**src/rtl/instruction_loader_pkg.sv**
```systemverilog
// Shared definitions for the instruction loader, fetch path and instruction memory.
// State encodings are plain constants so legacy decode logic can compare against them.
package instruction_loader_pkg;

  localparam int ADDR_W_DEF = 8;
  localparam int DATA_W_DEF = 8;
  localparam int DEPTH_DEF  = 256;

  localparam logic [1:0] ST_IDLE   = 2'd0;
  localparam logic [1:0] ST_LOAD   = 2'd1;
  localparam logic [1:0] ST_CHECK  = 2'd2;
  localparam logic [1:0] ST_FINISH = 2'd3;

endpackage

```
**src/rtl/instruction_loader_checksum.sv**
```systemverilog
// Running byte sum for the load image; chk_ok says whether sum + check byte wraps to zero.
module loader_checksum
  import instruction_loader_pkg::*;
#(
  parameter int DATA_W = DATA_W_DEF
) (
  input  logic              Clk,
  input  logic              Reset,
  input  logic              clr,
  input  logic              add_en,
  input  logic [DATA_W-1:0] add_data,
  input  logic [DATA_W-1:0] chk_data,
  output logic              chk_ok
);

  logic [DATA_W-1:0] sum_q;
  logic [DATA_W-1:0] total;

  always_ff @(posedge Clk or posedge Reset) begin
    if (Reset)       sum_q <= '0;
    else if (clr)    sum_q <= '0;
    else if (add_en) sum_q <= sum_q + add_data;
  end

  // Truncation to DATA_W gives the mod 2^DATA_W arithmetic for free.
  assign total  = sum_q + chk_data;
  assign chk_ok = (total == '0);

endmodule

```
**src/rtl/instruction_loader.sv**
```systemverilog
// Streams a program into instruction memory from address 0 and holds the CPU until a clean load.
// Optional trailing checksum byte: define INSTRUCTION_LOADER_CHECKSUM_EN.
module instruction_loader
  import instruction_loader_pkg::*;
#(
  parameter int ADDR_W = ADDR_W_DEF,
  parameter int DATA_W = DATA_W_DEF,
  parameter int DEPTH  = DEPTH_DEF
) (
  input  logic              Clk,
  input  logic              Reset,
  input  logic              Start,
  input  logic [ADDR_W:0]   Load_Len,
  input  logic              In_Valid,
  input  logic [DATA_W-1:0] In_Data,
  output logic              In_Ready,
  output logic              Mem_WE,
  output logic [ADDR_W-1:0] Mem_Addr,
  output logic [DATA_W-1:0] Mem_WData,
  output logic              Cpu_Hold,
  output logic              Busy,
  output logic              Done,
  output logic              Error
);

  localparam logic [ADDR_W:0] LEN_MAX = (ADDR_W+1)'(DEPTH);

`ifdef INSTRUCTION_LOADER_CHECKSUM_EN
  localparam logic [1:0] ST_AFTER_LOAD = ST_CHECK;
`else
  localparam logic [1:0] ST_AFTER_LOAD = ST_FINISH;
`endif

  logic [1:0]        state, state_nxt;
  logic [ADDR_W:0]   cnt, cnt_nxt, len_q, start_len;
  logic              in_rdy, transfer, load_xfer, last_byte, start_acc;
  logic              err_q, err_nxt;

  // Clamping here is what keeps Mem_Addr from ever wrapping past DEPTH-1.
  assign start_len = (Load_Len > LEN_MAX) ? LEN_MAX : Load_Len;

  assign in_rdy    = (state == ST_LOAD) || (state == ST_CHECK);
  assign transfer  = In_Valid && in_rdy;
  assign load_xfer = transfer && (state == ST_LOAD);
  assign cnt_nxt   = cnt + 1'b1;
  assign last_byte = (cnt_nxt == len_q);

  always_comb begin
    state_nxt = state;
    start_acc = 1'b0;
    case (state)
      ST_IDLE: begin
        if (Start) begin
          start_acc = 1'b1;
          state_nxt = (start_len == '0) ? ST_FINISH : ST_LOAD;
        end
      end
      ST_LOAD:   if (load_xfer && last_byte) state_nxt = ST_AFTER_LOAD;
      ST_CHECK:  if (transfer) state_nxt = ST_FINISH;
      ST_FINISH: state_nxt = ST_IDLE;
      default:   state_nxt = ST_IDLE;
    endcase
  end

`ifdef INSTRUCTION_LOADER_CHECKSUM_EN
  logic chk_ok;

  loader_checksum #(.DATA_W(DATA_W)) u_checksum (
    .Clk      (Clk),
    .Reset    (Reset),
    .clr      (start_acc),
    .add_en   (load_xfer),
    .add_data (In_Data),
    .chk_data (In_Data),
    .chk_ok   (chk_ok)
  );

  always_comb begin
    err_nxt = err_q;
    if (start_acc)                             err_nxt = 1'b0;
    else if ((state == ST_CHECK) && transfer)  err_nxt = !chk_ok;
  end

  always_ff @(posedge Clk or posedge Reset) begin
    if (Reset) err_q <= 1'b0;
    else       err_q <= err_nxt;
  end
`else
  assign err_nxt = 1'b0;
  assign err_q   = 1'b0;
`endif

  assign Error    = err_q;
  assign In_Ready = in_rdy;

  always_ff @(posedge Clk or posedge Reset) begin
    if (Reset) begin
      state     <= ST_IDLE;
      cnt       <= '0;
      len_q     <= '0;
      Mem_WE    <= 1'b0;
      Mem_Addr  <= '0;
      Mem_WData <= '0;
      Cpu_Hold  <= 1'b1;
      Busy      <= 1'b0;
      Done      <= 1'b0;
    end else begin
      state  <= state_nxt;
      Busy   <= (state_nxt == ST_LOAD) || (state_nxt == ST_CHECK);
      Done   <= (state_nxt == ST_FINISH);
      Mem_WE <= load_xfer;
      if (start_acc) begin
        len_q <= start_len;
        cnt   <= '0;
      end else if (load_xfer) begin
        cnt <= cnt_nxt;
      end
      if (load_xfer) begin
        Mem_Addr  <= cnt[ADDR_W-1:0];
        Mem_WData <= In_Data;
      end
      // Registered so the fetch unit's async reset never sees a glitch.
      if (state_nxt == ST_FINISH)  Cpu_Hold <= err_nxt;
      else if (start_acc)          Cpu_Hold <= 1'b1;
    end
  end

endmodule

```
**config.mk**
```make
export PLATFORM = sky130hd
export DESIGN_NAME = instruction_loader
export DESIGN_NICKNAME = d
export VERILOG_FILES = /design/src/rtl/instruction_loader_pkg.sv /design/src/rtl/instruction_loader_checksum.sv /design/src/rtl/instruction_loader.sv
export SDC_FILE = /design/constraint.sdc
export NUM_CORES = 1
export LEC_CHECK = 0
export BUFFER_PORTS_ARGS = -buffer_cell sky130_fd_sc_hd__buf_2
export CORE_AREA = 2 2 75 77
export DETAILED_ROUTE_END_ITERATION = 10
export DIE_AREA = 0 0 77 79
export HOLD_SLACK_MARGIN = 0.1
export PLACE_DENSITY = 0.7
export SLEW_MARGIN = 20
export SYNTH_ARGS = -nofsm -noshare
export SYNTH_HDL_FRONTEND = slang
export SYNTH_SLANG_ARGS = --single-unit
export TNS_END_PERCENT = 50
```
**constraint.sdc**
```tcl
create_clock -name Clk -period 6.34 [get_ports Clk]
set_clock_uncertainty 0.05 [all_clocks]
set_input_delay 0.317 -clock Clk [delete_from_list [all_inputs] [get_ports Clk]]
set_output_delay 0.317 -clock Clk [all_outputs]
set_load 0.005 [all_outputs]
```
==> results.md <==
- Headroom to the max-slew limit: 46.8%
- Worst VDD drop: 0.000203 V
- Reg-to-Reg Start: cnt[0]
- Height of the die: 79 um
- Worst-Margin Slew: 0.797 ns
- WL final: 3920 um
- Die Footprint: 0.00608 sq mm
- Detailed Place HPWL: 2850 um
- Min Tclk post-route: 2.96 ns
- Post-Syn Area per Cell: 10.7 sq um
- DR iter-0 viols: 65
- Final Setup Violations: 0
- Antenna Cells: 0
- CTS Buffer Depth: 2
- Post-CTS Resized: 0
- CTS Sinks: 40
- Post-Synthesis Cells: 191
- Setup TNS: 0 ns
- Hold Crit Class: in2reg
- Final routed DRC violation total: 0
- Syn-to-layout area delta: 19.1%
- Synth Cell Area: 0.00204 sq mm
- RSZ-0062 raised after global routing: false
- Pre-antenna DRT Iters: 4
- Crit path launch: cnt[0]
- Initial antenna violation count: 0
- Share of cells above drive strength 1: 32.3%
- Achievable clock frequency: 338 MHz
- R2R cell count: 10
- DR WL/cell: 12.8 um
- Post-synthesis sequential area ratio: 49.1%
- First-pass GRT wire length: 6780 um
- Yosys cell types: 44
- Pre-CTS setup slack: 3.42 ns
- Port bufs: 41
- Vias per cell: 4.84
- Max-cap viol count: 0
- Core area: 0.00534 sq mm
- Most frequent cells in the layout: buf_2, dfrtp_1, nand2_1, mux2_2, nor2_1
- CTS root buffer: clkbuf_8
- Starting Density: 38.3%
- Final worst path period share: 46.7%
- Critical R2R Capture: Cpu_Hold
- Clock H-tree levels: 2
- Type of origin of the critical path: register
- Vias post-DR: 1486
- Final Max Tran Viols: 0
- CP Data Arrival Time: 3.13 ns
- RePlAce Congestion: 0.746
- Synth Warn #: 0
- R2R Setup Slk: 3.38 ns
- Crit path capture type: register
- Commonest non-fill, non-tap cell in the layout: buf_2
- Post-synth EDFFs: 0
- Pin count of the biggest net entering global routing: 41
- Post-route ant nets: 0
- Outcome: finished, final reports clean
- Crit-path max FO: 6
- Leakage power: 0.00118 uW
- Mapped Nets: 219
- Kind of critical path: reg2reg
- Crit path to: Cpu_Hold
- Fin nets: 262
- GRT Total Usage: 14.0%
- Final Util: 45.5%
- Number of global-route vias before repair: 1457
- CTS tree: yes
- Die width: 77 um
- Final Hold Vio Count: 0
- Io pins: 43
- Async set-reset flop share out of synthesis: 100%
- Clock transition at path regs: 0.08 ns
- Number of core rows: 27
- Remaining Overflow, GRT: 0
- Post-route worst setup slack: 3.38 ns
- CTS Buf Count: 5
- Flops & latches, synth: 40
- CP required: 6.51 ns
- Pwr/cell area: 417 mW/mm^2
- Skew-Pair Late Insertion Delay: 0.30 ns
- Top FF cell, synth: dfrtp_1
report_power, final:
part	internal, uW	switching (uW)	leakage, uW	total (uW)
combinational	186	198	0.000601	384
clock	129	90.1	0.0000614	219
sequential	346	66.5	0.000518	412
registers in the layout, indices dropped and copies added (netlist names):
register,flops
Busy,1
Cpu_Hold,1
Done,1
Mem_Addr,8
Mem_WData,8
Mem_WE,1
cnt,9
len_q,9
state,2
metal layers:
metal  vias up  routed length (um)  global-route usage [%]
li1        743                   -                       -
met1       700                1900                    18.6
met2        35                1760                    22.4
met3         8                 185                    2.61
met4         0                  78                    6.43
met5         -                   0                       0
Yosys cell counts, types with 2 or more instances:
master | instances | area [sq um]
nor2_1 | 10 | 37.5
o21ai_1 | 2 | 10.0
ha_1 | 7 | 87.6
o21ai_0 | 8 | 40.0
dfrtp_1 | 39 | 976
xnor2_1 | 8 | 70.1
or3_1 | 4 | 25.0
nand4_1 | 2 | 12.5
mux2_2 | 16 | 180
a21oi_1 | 6 | 30.0
nand3_1 | 2 | 10.0
buf_6 | 2 | 22.5
nand2_1 | 29 | 109
clkbuf_1 | 4 | 15.0
or2b_2 | 2 | 17.5
nor3_1 | 4 | 20.0
xor2_1 | 6 | 52.6
inv_1 | 6 | 22.5
nand3b_1 | 9 | 67.6
per-stage QoR:
stage / total power, uW / instances / hold WS, ns / instance area [sq um]
after global placement: 791 / 298 / 0.418 / 2300
final: 1010 / 307 / 0.195 / 2430
after CTS: 1030 / 307 / 0.184 / 2430
after detailed placement: 807 / 298 / 0.418 / 2300
after global routing: 1100 / 307 / 0.194 / 2430
after floorplan: 684 / 191 / 0.372 / 2040
cells by family (layout without fill, tap and decap cells):
logic type | after synthesis | in the layout | share of synthesized area [%]
adder cells (fa/ha/maj) | 7 | 7 | 4.29
AND/OR/NAND/NOR | 72 | 72 | 18.6
buffers and inverters | 13 | 57 | 3.31
AO/OA/AOI/OAI | 28 | 28 | 9.74
multiplexers | 16 | 16 | 8.82
other | 1 | 1 | 0.184
flip-flops | 40 | 40 | 49.1
XOR/XNOR | 14 | 14 | 6.01
what timing repair did:
action	4_1_cts	5_1_grt
setup buffers	0	0
hold buffers	1	0
hold endpoints to repair	32	0
endpoints found under the setup margin	0	0
final cells by class:
cell class                 instances  area (sq um)
tap                               72          90.1
multi-input combinational        138           972
fill                             541          2910
timing repair buffer              43           223
clock inverter                     2          38.8
clock buffer                       6          82.6
sequential                        40          1000
inverter                           6          22.5
worst min-delay path by stage:
stage               cells past startpoint        start  slack (ns)            to
detailed placement                      3        Reset        0.42  Mem_WData[7]
global placement                        3        Reset        0.42  Mem_WData[7]
finish                                  2   In_Data[3]        0.20  Mem_WData[3]
floorplan                               2  Load_Len[8]        0.37      len_q[8]
CTS                                     2   In_Data[3]        0.18  Mem_WData[3]
global route                            2   In_Data[3]        0.19  Mem_WData[3]
worst max-delay path, stage by stage (launching register included):
cell and delay, ns:
dfrtp_1 0.45, ha_1 0.35, xor2_1 0.16, nor3_2 0.15, o211ai_1 0.10, or4_1 0.51, o31a_1 0.31, a311oi_2 0.32
ha_1 0.23, nor2_1 0.06, o21ai_0 0.20
No activity file was read; power rests on OpenSTA's default activity.
